<file path="config.mk">
export PLATFORM = sky130hd
export DESIGN_NAME = sync_fifo_ctrl_flat
export DESIGN_NICKNAME = d
export VERILOG_FILES = /design/src/rtl/sync_fifo_ctrl_if.sv /design/src/rtl/sync_fifo_ctrl.sv /design/src/flat_wrapper.sv
export SDC_FILE = /design/constraint.sdc
export NUM_CORES = 1
export LEC_CHECK = 0
export CAP_MARGIN = 20
export CELL_PAD_IN_SITES_DETAIL_PLACEMENT = 1
export CELL_PAD_IN_SITES_GLOBAL_PLACEMENT = 1
export CORE_ASPECT_RATIO = 0.75
export CORE_MARGIN = 3
export CORE_UTILIZATION = 35
export DETAILED_ROUTE_END_ITERATION = 12
export HOLD_SLACK_MARGIN = 0.15
export PLACE_DENSITY_LB_ADDON = 0.1
export SLEW_MARGIN = 20
export SYNTH_ARGS = -nofsm -noshare
export SYNTH_HDL_FRONTEND = slang
export SYNTH_SLANG_ARGS = --single-unit
</file>
<file path="constraint.sdc">
create_clock -name clock -period 7.2 [get_ports clock]
set_clock_uncertainty 0.15 [all_clocks]
set_input_delay 1.08 -clock clock [delete_from_list [all_inputs] [get_ports clock]]
set_output_delay 1.08 -clock clock [all_outputs]
set_load 0.02 [all_outputs]
</file>
<file path="src/rtl/sync_fifo_ctrl_if.sv">
// Push/pop handshake, status and memory-port bundle for sync_fifo_ctrl.
// master is the controller side; slave is the producer/consumer/memory side.
interface sync_fifo_ctrl_if #(
  parameter int unsigned DW    = 8,
  parameter int unsigned DEPTH = 16
);
  localparam int unsigned AW = $clog2(DEPTH);
  localparam int unsigned CW = $clog2(DEPTH + 2);

  logic          flush;
  logic          push_valid;
  logic          push_ready;
  logic [DW-1:0] push_data;
  logic          pop_valid;
  logic          pop_ready;
  logic [DW-1:0] pop_data;
  logic          mem_re;
  logic          mem_we;
  logic [AW-1:0] mem_addr;
  logic [DW-1:0] mem_data_in;
  logic [DW-1:0] mem_data_out;
  logic [CW-1:0] count;
  logic          full;
  logic          empty;

  modport master (
    input  flush, push_valid, push_data, pop_ready, mem_data_out,
    output push_ready, pop_valid, pop_data, mem_re, mem_we, mem_addr,
           mem_data_in, count, full, empty
  );

  modport slave (
    output flush, push_valid, push_data, pop_ready, mem_data_out,
    input  push_ready, pop_valid, pop_data, mem_re, mem_we, mem_addr,
           mem_data_in, count, full, empty
  );
endinterface

</file>
<file path="src/rtl/sync_fifo_ctrl.sv">
// Single-port FIFO controller: one memory access per cycle, a one-entry output
// register, and a push-to-pop bypass whenever the memory holds no words.
module sync_fifo_ctrl #(
  parameter int unsigned DW    = 8,
  parameter int unsigned DEPTH = 16
) (
  input  logic             clock,
  input  logic             reset_L,
  sync_fifo_ctrl_if.master bus
);
  localparam int unsigned AW = $clog2(DEPTH);
  localparam int unsigned CW = $clog2(DEPTH + 2);

  logic [AW-1:0] wr_ptr, wr_ptr_n;
  logic [AW-1:0] rd_ptr, rd_ptr_n;
  logic [CW-1:0] mcount, mcount_n;
  logic          ovalid, ovalid_n;
  logic [DW-1:0] odata, odata_n;

  logic          slot_free;
  logic          mem_has_data;
  logic          push_ready_c;
  logic          mem_re_c;
  logic          mem_we_c;
  logic [AW-1:0] mem_addr_c;

  // State register
  always_ff @(posedge clock or negedge reset_L) begin
    if (!reset_L) begin
      wr_ptr <= '0;
      rd_ptr <= '0;
      mcount <= '0;
      ovalid <= 1'b0;
      odata  <= '0;
    end else begin
      wr_ptr <= wr_ptr_n;
      rd_ptr <= rd_ptr_n;
      mcount <= mcount_n;
      ovalid <= ovalid_n;
      odata  <= odata_n;
    end
  end

  assign slot_free    = !ovalid || bus.pop_ready;
  assign mem_has_data = (mcount != '0);

  // Access arbitration: flush, then refill the output register, then bypass, then write
  always_comb begin
    wr_ptr_n     = wr_ptr;
    rd_ptr_n     = rd_ptr;
    mcount_n     = mcount;
    ovalid_n     = ovalid;
    odata_n      = odata;
    push_ready_c = 1'b0;
    mem_re_c     = 1'b0;
    mem_we_c     = 1'b0;
    mem_addr_c   = rd_ptr;

    if (bus.flush) begin
      wr_ptr_n = '0;
      rd_ptr_n = '0;
      mcount_n = '0;
      ovalid_n = 1'b0;
    end else if (slot_free && mem_has_data) begin
      mem_re_c = 1'b1;
      odata_n  = bus.mem_data_out;
      ovalid_n = 1'b1;
      rd_ptr_n = rd_ptr + AW'(1);
      mcount_n = mcount - CW'(1);
    end else if (slot_free) begin
      push_ready_c = 1'b1;
      if (bus.push_valid) begin
        odata_n  = bus.push_data;
        ovalid_n = 1'b1;
      end else if (ovalid && bus.pop_ready) begin
        ovalid_n = 1'b0;
      end
    end else begin
      push_ready_c = (mcount != CW'(DEPTH));
      if (bus.push_valid && push_ready_c) begin
        mem_we_c   = 1'b1;
        mem_addr_c = wr_ptr;
        wr_ptr_n   = wr_ptr + AW'(1);
        mcount_n   = mcount + CW'(1);
      end
    end
  end

  // Handshake and memory strobes are held low while reset is asserted
  assign bus.push_ready  = push_ready_c && reset_L;
  assign bus.mem_re      = mem_re_c && reset_L;
  assign bus.mem_we      = mem_we_c && reset_L;
  assign bus.mem_addr    = mem_addr_c;
  assign bus.mem_data_in = bus.push_data;

  assign bus.pop_valid = ovalid;
  assign bus.pop_data  = odata;
  assign bus.count     = mcount + CW'(ovalid);
  assign bus.full      = (bus.count == CW'(DEPTH + 1));
  assign bus.empty     = (bus.count == '0);
endmodule

</file>
<file path="src/flat_wrapper.sv">
// flat-port wrapper written by rule: the top's interface ports become plain ports
module sync_fifo_ctrl_flat 
#(
  parameter int unsigned DW    = 8,
  parameter int unsigned DEPTH = 16
)
  (clock, reset_L, bus_flush, bus_push_valid, bus_push_data, bus_pop_ready, bus_mem_data_out, bus_push_ready, bus_pop_valid, bus_pop_data, bus_mem_re, bus_mem_we, bus_mem_addr, bus_mem_data_in, bus_count, bus_full, bus_empty);
  sync_fifo_ctrl_if #(.DW(DW), .DEPTH(DEPTH)) bus_i ();
  input  logic clock;
  input  logic reset_L;
  input wire logic [$bits(bus_i.flush)-1:0] bus_flush;
  input wire logic [$bits(bus_i.push_valid)-1:0] bus_push_valid;
  input wire logic [$bits(bus_i.push_data)-1:0] bus_push_data;
  input wire logic [$bits(bus_i.pop_ready)-1:0] bus_pop_ready;
  input wire logic [$bits(bus_i.mem_data_out)-1:0] bus_mem_data_out;
  output wire logic [$bits(bus_i.push_ready)-1:0] bus_push_ready;
  output wire logic [$bits(bus_i.pop_valid)-1:0] bus_pop_valid;
  output wire logic [$bits(bus_i.pop_data)-1:0] bus_pop_data;
  output wire logic [$bits(bus_i.mem_re)-1:0] bus_mem_re;
  output wire logic [$bits(bus_i.mem_we)-1:0] bus_mem_we;
  output wire logic [$bits(bus_i.mem_addr)-1:0] bus_mem_addr;
  output wire logic [$bits(bus_i.mem_data_in)-1:0] bus_mem_data_in;
  output wire logic [$bits(bus_i.count)-1:0] bus_count;
  output wire logic [$bits(bus_i.full)-1:0] bus_full;
  output wire logic [$bits(bus_i.empty)-1:0] bus_empty;
  assign bus_i.flush = bus_flush;
  assign bus_i.push_valid = bus_push_valid;
  assign bus_i.push_data = bus_push_data;
  assign bus_i.pop_ready = bus_pop_ready;
  assign bus_i.mem_data_out = bus_mem_data_out;
  assign bus_push_ready = bus_i.push_ready;
  assign bus_pop_valid = bus_i.pop_valid;
  assign bus_pop_data = bus_i.pop_data;
  assign bus_mem_re = bus_i.mem_re;
  assign bus_mem_we = bus_i.mem_we;
  assign bus_mem_addr = bus_i.mem_addr;
  assign bus_mem_data_in = bus_i.mem_data_in;
  assign bus_count = bus_i.count;
  assign bus_full = bus_i.full;
  assign bus_empty = bus_i.empty;
  sync_fifo_ctrl #(.DW(DW), .DEPTH(DEPTH)) u_core (.clock(clock), .reset_L(reset_L), .bus(bus_i));
endmodule
</file>
==> results list, run 1 <==
- Maximum number of pins on one net before global-route repair: 24
* Type of element launching the critical path: input pin
- Required arrival time at the worst endpoint: 5970 ps
- Synth Net Count: 181
* Final-report setup violation count: 0
* Global-route wire length before repair: 6670 um
- Post-Layout Inst Area: a little under 0.002 mm2
- Register bit total from synthesis: 22
- After detailed routing, the average wire length per cell comes to 16.7 um.
* Routability Congestion: 0.818
- Met3 track demand over resource: 0.0409
- Derived from the worst setup path, the maximum achievable clock frequency is 215 MHz.
* FF-to-FF path depth: 7
* Area Overhead vs Synth: 38.5%
* Horiz. Die Dim: 79.8 um
- CTS placed an instance of clkbuf_8 at the clock tree root.
* Total DRC errors in the routed layout: 0
* Area of the die: 0.00490 mm2
- Synth Instances: 151
* Post-synth design cell area: 0.00143 mm2
* Slew at the pin closest to its max-slew limit: 631 ps
- Placeable core area: roughly 0.0038 mm2
- During synthesis, Yosys emitted a total of 0 warnings.
* Buffer levels on the longest clock path: 2
* First-pass detailed-route iteration total: 4
* # nets final: around 230
- Crit path top cell by count: clkdlybuf4s50_1
- Mean number of vias per cell: 5.13
- Summing all multi-input logic gate instances after layout gives 776 um2.
- The most critical setup path has its startpoint at bus_push_valid.
- For this run, the slowest stage of the critical path takes 580 ps.
* Sum of negative setup slack: 0 ps
- Antenna violations before repair: 0
* CP endpoint kind: output pin
- Peak ir drop on the vdd network: 0.000155 V
- The clock net in this run drives a total of 22 sinks.
- The critical path is of the input pin to output pin type.
- Worst Setup Slack, final: between 2000 and 3000 ps
- Setup repair after global routing missed its margin: false
- Across all layers, the routed design uses 1262 vias.
* Buffer count from post-CTS setup fixing: 0
- Detailed-placement wirelength estimate: 3210 um
- H-Tree Level Count: 1
* Start of the worst register-to-register path: u_core.mcount[1]
- At the worst endpoint, the arrival time is about 3400 ps.
* Clock tree from TritonCTS: built
- The worst hold path begins at u_core.bus.pop_data[5].
- Footprint of the flip-flops and latches: between 500 and 600 um2
* Number of hold buffers added after cts: 0
- In the global route stage, met1 resource usage came out at 0.226.
- Placed standard-cell area: 0.00193 mm2
* First DRT Iteration DRCs: 55
- Number of pins exceeding their max-slew limit in the final report: 0
- Vias in the first global route: 1348
- Met2 GRT Util: 0.321
- Die height: between 60 and 70 um
- Leakage component of the power: 0.000844 uW
* Fill cells: 433
* Power density relative to cell area: 376 mW/mm2
- Status: finished, final reports clean
* Instance count along the most critical hold path: 2
* Slowest stage cell, crit path: clkdlybuf4s50_1
- Post-route minimum period: 4650 ps
* Clock slew at the register clock pins of the worst setup and hold paths: 80 ps
- Max-cap violations in this run came to 0.
- Final WL: about 4100 um
* Grt ovf: 0
- met2 is the most crowded layer.
- In this run the core area contains 19 standard-cell rows.
- The initial utilization of the core area, before any placement, comes to 0.376.
- Antenna-violating nets left: 0
- Of all nets on the critical path, the largest fanout is 5.
- The final hold violation count was 0.
- For this run, the total global-route usage over all layers was measured as 0.178.
- Measured against its own limit, the worst slew margin works out to 0.578.
- The average instance in the mapped netlist occupies 9.48 um2.
- Count of buffers from port buffering: 51
* Distinct cells, synth: 36
- Timing analysis after detailed placement gives a worst setup slack of 2590 ps.
- Of the cells placed in the final design, the portion with a size suffix greater than 1 is 0.0773.
- Traced cell by cell, the critical path runs through clkdlybuf4s50_1 > nand3b_1 > a21o_1 > nor2_1 > mux2_2 > clkdlybuf4s50_1.
- Fin Hold WS: 337 ps
* Cts bufs inserted: 3
* Clock network latency to the later pin of the worst-skew pair: 260 ps
- Sum of internal, switching and leakage power: ~750 uW
- During I/O placement, the number of pins put on the boundary was 52.
* Share of the cycle needed by the critical path after routing: 0.645
- The repair_antennas step left the layout with diodes totalling 0.
- Worst Hold Class: register to register
- Number of instances resized during post-cts repair: 0
- For this run, the register share of the synthesized area comes to 0.385.
## cells by family after synthesis
logic type | count (synthesis) | synth area share
flip-flops | 22 | 0.385
XOR/XNOR | 11 | 0.0673
buffers and inverters | 17 | 0.0734
multiplexers | 7 | 0.0612
AND/OR/NAND/NOR | 48 | 0.157
adder cells (fa/ha/maj) | 9 | 0.0839
AO/OA/AOI/OAI | 37 | 0.172
## layout by cell type (no fill, tap or decap), types with 4 or more instances in the layout
cell             Yosys  routed
a21oi_1              6       6
clkbuf_8             0       4
clkdlybuf4s50_1      0      51
dfrtp_1             22      22
ha_1                 8       8
mux2_2               4       4
nand2_1             16      16
nand3_1              5       5
nor2_1              14      14
o21ai_0              9       9
o22ai_1              8       8
xnor2_1              7       7
xor2_1               4       4
## worst max-delay path, delay by kind of cell
family	cells	cell delay [ps]
AO/OA/AOI/OAI	1	270
buffers and inverters	2	1120
AND/OR/NAND/NOR	2	550
multiplexers	1	390
## layout make-up
cell class / instances / area share
Inverter: 3 / 0.00568
Clock buffer: 4 / 0.0278
Timing Repair Buffer: 53 / 0.265
Multi-Input combinational cell: 112 / 0.391
Tap cell: 52 / 0.0328
Sequential cell: 22 / 0.278
## state kept, by name, summed over array words and instances (netlist names)
name / count
u_core.bus.pop_data: 8
u_core.bus.pop_valid: 1
u_core.mcount: 5
u_core.rd_ptr: 4
u_core.wr_ptr: 4
## power by group
group	total (uW)	internal (uW)	leakage (uW)	switching, uW
Combinational	450	207	0.000529	243
Clock	88.5	48.7	0.0000288	39.8
Sequential	208	162	0.000286	45.6
## per-layer routing
layer	part of all wire	vias up
met1	0.45	616
met2	0.49	31
met4	0.0044	0
li1	-	613
met3	0.055	2
met5	0	-
## stage by stage
step	std cells	util
6_report	246	0.521
3_3_place_gp	242	0.507
5_1_grt	246	0.521
3_5_place_dp	242	0.507
4_1_cts	246	0.521
2_1_floorplan	151	-
## path summary, 6_finish.rpt
check / endpoint / slack (ps)
setup / recovery: bus_mem_addr[2] / 2550
hold / removal: u_core.bus.pop_data[5] / 340
setup reg to reg: u_core.mcount[4] / 4280
hold reg to reg: u_core.bus.pop_data[5] / 340
max in group asynchronous: u_core.mcount[3] / 5640
min in group asynchronous: u_core.bus.pop_data[5] / 1020
## synthesized netlist by cell type (all sizes together)
cell	n	area (um2)
a211oi	3	22.5
a21o	3	22.5
a21oi	6	30.0
and3	1	6.26
buf	12	86.3
clkbuf	2	7.51
dfrtp	22	551
fa	1	20.0
ha	8	100
inv	3	11.3
mux2	4	45.0
mux2i	2	20.0
mux4	1	22.5
nand2	16	60.1
nand2b	2	12.5
nand3	5	25.0
nand3b	1	7.51
nor2	15	58.8
nor2b	1	6.26
nor3	2	10.0
nor4	1	12.5
o2111ai	1	8.76
o211ai	3	22.5
o21ai	11	55.1
o22ai	8	50.1
o311ai	1	26.3
o31a	1	8.76
or2	1	6.26
or3	2	12.5
or4	1	7.51
xnor2	7	61.3
xor2	4	35.0
Power figures use the tool's default switching activity.
==> run 2, diff against run 1 <==
--- a/config.mk
+++ b/config.mk
@@ -10,7 +10,7 @@
 export CELL_PAD_IN_SITES_GLOBAL_PLACEMENT = 1
 export CORE_ASPECT_RATIO = 0.75
 export CORE_MARGIN = 3
-export CORE_UTILIZATION = 35
+export CORE_UTILIZATION = 33
 export DETAILED_ROUTE_END_ITERATION = 12
 export HOLD_SLACK_MARGIN = 0.15
 export PLACE_DENSITY_LB_ADDON = 0.1
==> constraint.sdc (replaced) <==
create_clock -name clock -period 4.5 [get_ports clock]
set_clock_uncertainty 0.15 [all_clocks]
set_input_delay 0.675 -clock clock [delete_from_list [all_inputs] [get_ports clock]]
set_output_delay 0.675 -clock clock [all_outputs]
set_load 0.02 [all_outputs]
==> results list, run 2 (synthesized netlist as in run 1, its figures left out) <==
- For this run, the post-layout net count is 226.
* Met2 GRT Util: 0.294
- Of the total power, combinational logic draws 0.616.
* Crit path top cell by count: clkdlybuf4s50_1
- The worst pin sits at a relative slew slack of 0.583.
- At the later pin of the worst-skew pair, clock insertion delay measures 260 ps.
* Switching share of total power: 0.448
- For this run, the detailed router's first-pass iteration total came to 2.
* Type of element launching the critical path: input pin
- I/O pin count: 52
- In the global route stage, overall resource usage came out at 0.172.
- Wires add up to 4090 um.
- OpenSTA, run right after detailed placement, puts the worst setup slack at 783 ps.
- Share of final-layout standard cells stronger than drive strength 1: 0.0773
* Final-report setup violation count: 0
- Average wire per standard cell: 16.4 um
* Routability Congestion: 0.753
* Startpoint-to-endpoint class of the critical path: input pin to output pin
* Slowest stage cell, crit path: clkdlybuf4s50_1
* Total number of vias: 1263
- In this design, the stage delay of the slowest critical-path cell is around 600 ps.
- Worst Hold Class: register to register
* Placeable core area: 0.00410 mm2
- Summed over all nets, the half-perimeter wirelength after detailed placement is ~3200 um.
- Setup repair after global routing left no endpoint under its margin.
* Number of pins exceeding their max-slew limit in the final report: 0
- Maximum number of pins on one net before global-route repair: 24
- For this design, the sink count on the clock tree is 22.
* Slew at the pin closest to its max-slew limit: 624 ps
- The floorplan step set the die width to between 80 and 90 um.
- Fin Hold WS: 342 ps
* Max Clk Rate: 268 MHz
- Clock slew at the register clock pins of the worst setup and hold paths: 80 ps
- H-Tree Level Count: 1
* Grt ovf: 0
- The number of clock buffers added by TritonCTS is 3.
- Met1 routing resource usage after global routing: 0.227
- Overall power consumption after layout is estimated at 1190 uW.
* Highest fanout seen on the critical path: 5
- Switch Pwr: 533 uW
* Clock tree from TritonCTS: built
- Of the total power, registers draw 0.279.
- Port buffering added 51 buffers.
- Data on the critical path is required at its endpoint by about 3700 ps.
- Buffer levels on the longest clock path: 2
* Antenna violations before repair: 0
- Global-route wire length before repair: 6820 um
- The worst path meets setup with about 780 ps of slack.
- The register with the most flip-flops in the layout has 8 of them.
- Power density relative to cell area: 601 mW/mm2
- Total DRC errors in the routed layout: 0
- The floorplan has 20 rows.
- Endpoint arrival time on the critical path: around 2900 ps
* Peak ir drop on the vdd network: between 0.0002 and 0.00025 V
- For this configuration, the core starts out at a cell density of 0.349.
- For met3 alone, demand over resource in global routing was 0.0360.
* Cell Chain, Critical Path: clkdlybuf4s50_1 > nand3b_1 > a21o_1 > nor2_1 > mux2_2 > clkdlybuf4s50_1
* Buffer count from post-CTS setup fixing: 0
* Leakage component of the power: roughly 0.00084 uW
- Final Util: 0.483
- Sum of negative setup slack: 0 ps
- Area of the die: between 0.005 and 0.006 mm2
- Die height: between 60 and 70 um
- Internal power: 657 uW
- Number of maximum-capacitance constraint violations: 0
- Commonest non-fill, non-tap cells in the layout: 51 x clkdlybuf4s50_1, 22 x dfrtp_1, 16 x nand2_1
* Total count of hold-check failures in the final report: 0
- Leaving out fill and tap cells, the most frequent cell in the layout is clkdlybuf4s50_1.
- Inserted Diodes: 0
- The number of gates resized after CTS was 0.
- Mean number of vias per cell: 5.07
* Number of hold buffers added after cts: 0
- The flow ran to the end, and the final reports show no timing, DRC or antenna violations.
- The filler cells instantiated in the layout total roughly 500.
* Portion of total power attributed to the clock network: 0.104
- In the finished design, the share of the clock period the worst path needs comes to 0.828.
* Area Overhead vs Synth: 38.4%
* Post-route minimum period: 3720 ps
- After global routing, the most crowded layer is met2.
- The tree is rooted in a clkbuf_8.
- First DRT Iteration DRCs: 40
* Vias in the first global route: 1349
- The worst setup path is captured at an output pin.
- Antenna-violating nets left: 0
run 2: cell count changes in the layout (fill, tap and decap cells not counted):
cell,previous run,this run
buf_4,2,3
clkbuf_8,4,3
run 2: metrics by stage:
stage               cell area, um2  instances
floorplan                     1430        151
CTS                           1980        249
finish                        1980        249
global route                  1980        249
detailed placement            1940        246
global placement              1940        246
run 2: final cells by class:
| cell class | instances | area [um2] | share of cell area |
|---|---|---|---|
| Multi-Input combinational cell | 112 | 776 | 0.392 |
| Clock buffer | 3 | 41.3 | 0.0208 |
| Inverter | 3 | 11.3 | 0.00569 |
| Timing Repair Buffer | 54 | 533 | 0.269 |
| Sequential cell | 22 | 551 | 0.278 |
| Tap cell | 55 | 68.8 | 0.0347 |
run 2: worst max-delay path: cells and delay by family:
kind | cells | cell delay (ps)
buf+inv | 2 | 1130
simple gates | 2 | 470
mux | 1 | 380
compound gates | 1 | 250
run 2: worst paths after layout:
| path | end | cells past startpoint | start | slack [ps] |
|---|---|---|---|---|
| min in group asynchronous | u_core.mcount[1] | 2 | reset_L | 630 |
| setup reg to reg | u_core.mcount[4] | 9 | u_core.mcount[1] | 1720 |
| setup / recovery | bus_mem_addr[0] | 6 | bus_push_valid | 780 |
| max in group asynchronous | u_core.bus.pop_data[2] | 2 | reset_L | 3340 |
| hold reg to reg | u_core.bus.pop_data[1] | 2 | u_core.bus.pop_data[1] | 340 |
| hold / removal | u_core.bus.pop_data[1] | 2 | u_core.bus.pop_data[1] | 340 |
run 2: power by group through the flow:
stage	Combinational [uW]	Sequential, uW	Clock [uW]
floorplan	422	357	0
global placement	711	332	0
detailed placement	742	337	0
CTS	745	334	125
global route	809	344	135
finish	733	332	124
run 2: per-layer routing:
metal / up-vias / part of all wire
li1: 614 / -
met1: 626 / 0.46
met2: 21 / 0.50
met3: 2 / 0.035
met4: 0 / 0.0029
met5: - / 0
==> run 3, diff against run 2 <==
--- a/config.mk
+++ b/config.mk
@@ -10,7 +10,7 @@
 export CELL_PAD_IN_SITES_GLOBAL_PLACEMENT = 1
 export CORE_ASPECT_RATIO = 0.75
 export CORE_MARGIN = 3
-export CORE_UTILIZATION = 33
+export CORE_UTILIZATION = 29
 export DETAILED_ROUTE_END_ITERATION = 12
 export HOLD_SLACK_MARGIN = 0.15
 export PLACE_DENSITY_LB_ADDON = 0.1
==> constraint.sdc (replaced) <==
create_clock -name clock -period 3.3 [get_ports clock]
set_clock_uncertainty 0.15 [all_clocks]
set_input_delay 0.495 -clock clock [delete_from_list [all_inputs] [get_ports clock]]
set_output_delay 0.495 -clock clock [all_outputs]
set_load 0.02 [all_outputs]
==> results list, run 3 (synthesized netlist as in run 1, its figures left out) <==
- Status: finished, final reports clean
- Clock-pin slew was measured on the worst setup and hold paths at 90 ps.
* Met3 track demand over resource: 0.0309
- Worst reg2reg endpoint: u_core.mcount[4]
* Type of element launching the critical path: input pin
- Switch Pwr: 726 uW
- Logic gate share of total power: 0.589
* Routability Congestion: about 0.84
- The design draws 1710 uW.
* Horiz. Die Dim: 87.1 um
* Most Crowded Layer GR: met2
* Share of power burned in registers: 0.263
- Met2 GRT Util: 0.288
* Instance count along the most critical hold path: 2
- In this run the remaining antenna-violating nets after routing total 0.
- Area of the die: just under 0.006 mm2
- The HPWL after detailed placement is 3400 um.
* Startpoint of the tightest hold check path: u_core.bus.pop_data[2]
- The first detailed-routing pass took 5 iterations.
- Number of hold buffers added after cts: 0
- Effective utilization at floorplan: 0.311
* Antenna violations before repair: 0
* First DRT Iteration DRCs: 34
* Inserted Diodes: 0
* Met1 routing resource usage after global routing: 0.204
- H-Tree Level Count: 1
- In the final timing run, aggregate negative setup slack is 0 ps.
- Buffer levels on the longest clock path: 2
* Required arrival time at the worst endpoint: around 2700 ps
* R2r setup slk: 560 ps
- Relative max-transition margin: 0.602
- Along the worst path, the maximum fanout reaches 4.
- Placeable core area: approximately 0.0046 mm2
- Vias in the first global route: 1457
- The final layout contains 232 nets.
* Share of final-layout standard cells stronger than drive strength 1: 0.109
* Total DRC errors in the routed layout: 0
- Die height: 66.8 um
* Worst Setup Slack, final: 131 ps
- Summed over all layers, the routed wires come to 4280 um.
* Startpoint-to-endpoint class of the critical path: input pin to output pin
* Start of the worst register-to-register path: u_core.mcount[1]
- The library cells used most frequently in the layout, excluding fill and tap cells, are 50 x clkdlybuf4s50_1, 22 x dfrtp_1, 16 x nand2_1.
- Summed over all cells, the static leakage comes to 0.000899 uW.
- FF-to-FF path depth: 8
- Sinks on the clock net: 22
- Of the total power, the share spent switching nets is 0.423.
* Fin Hold WS: 337 ps
- Setup violations remaining at the end of the flow were counted as 0.
- Buffers placed on the I/O ports in this run total 51.
* Worst Hold End: u_core.bus.pop_data[2]
- Average wire per standard cell: 16.6 um
* Most common cell after layout, fill and taps aside: clkdlybuf4s50_1
- Worst Hold Class: register to register
* Peak ir drop on the vdd network: 0.000328 V
- The filler cells instantiated in the layout total slightly above 500.
- Share of the cycle needed by the critical path after routing: 0.960
- In the routed layout, each cell is associated on average with a via count of 5.10.
- Grt ovf: 0
- Post-route minimum period: 3170 ps
- Setup repair after global routing missed its margin: false
* CP endpoint kind: output pin
- Data on the critical path arrives at its endpoint at 2520 ps.
- Derived from the worst setup path, the maximum achievable clock frequency is roughly 320 MHz.
- For the worst-skew pair, the clock arrives at the later sink with an insertion delay of 260 ps.
- Internal power: between 900 and 1000 uW
- Final Util: 0.448
- Row generation in the floorplan step produced 21 rows.
- Number of flip-flops under the largest register name: 8
- Clock tree from TritonCTS: built
* Number of pins exceeding their max-slew limit in the final report: 0
- At the placement stage, the worst setup path has a slack of 137 ps.
- Cts bufs inserted: 3
- Total number of vias: ~1300
- Power density relative to cell area: 832 mW/mm2
- Slew at the pin closest to its max-slew limit: 595 ps
- Clock tree synthesis selected as its root buffer the cell clkbuf_8.
- Global-route wire length before repair: 7360 um
- Maximum number of pins on one net before global-route repair: 23
- The area growth from synthesis to layout is 44.0%.
- Of the total power, the clock network draws 0.148.
- For this design the top-level I/O count stands at 52.
- Number of maximum-capacitance constraint violations: 0
* Total count of hold-check failures in the final report: 0
* GRT Overall Usage: 0.162
run 3: metal layers:
metal	up-vias	wire length, um
li1	628	-
met3	2	233
met4	0	16
met5	-	0
met1	653	1880
met2	33	2150
run 3: layout make-up:
| class | instances | area (um2) | share of cell area |
|---|---|---|---|
| multi-input cells | 112 | 776 | 0.376 |
| repair buffers | 60 | 581 | 0.282 |
| flip-flops and latches | 22 | 551 | 0.267 |
| well taps | 57 | 71.3 | 0.0346 |
| clock buffers | 3 | 41.3 | 0.0200 |
| clock inverters | 1 | 30.0 | 0.0146 |
| inverters | 3 | 11.3 | 0.00546 |
run 3: stage by stage:
step | cells | area (um2)
floorplan | 151 | 1430
global placement | 254 | 1990
detailed placement | 254 | 1990
CTS | 258 | 2060
global route | 258 | 2060
finish | 258 | 2060
run 3: worst max path at each step:
stage	startpoint	end	cells past startpoint
floorplan	u_core.mcount[1]	u_core.mcount[4]	8
global placement	bus_pop_ready	bus_mem_addr[3]	6
detailed placement	bus_pop_ready	bus_mem_addr[0]	6
CTS	bus_pop_ready	bus_mem_addr[0]	6
global route	bus_pop_ready	bus_mem_addr[2]	6
finish	bus_pop_ready	bus_mem_addr[0]	6
run 3: power groups by stage:
stage                     logic (uW)  registers [uW]  clock network (uW)
after detailed placement        1030             459                   0
after global routing            1130             469                 278
after global placement           983             456                   0
after CTS                       1030             453                 263
final                           1010             451                 253
after floorplan                  575             486                   0
run 3: timing repair:
item	in CTS	in global routing
setup buffers	0	0
endpoints found under the setup margin	0	1
endpoints found under the hold margin	0	0
resized for setup	0	1
run 3: worst max-delay path, stage by stage:
cell and delay, ps:
clkdlybuf4s50_1 440, nand3b_1 210, a21o_1 190, nor2_1 260, mux2_2 380, clkdlybuf4s50_1 540
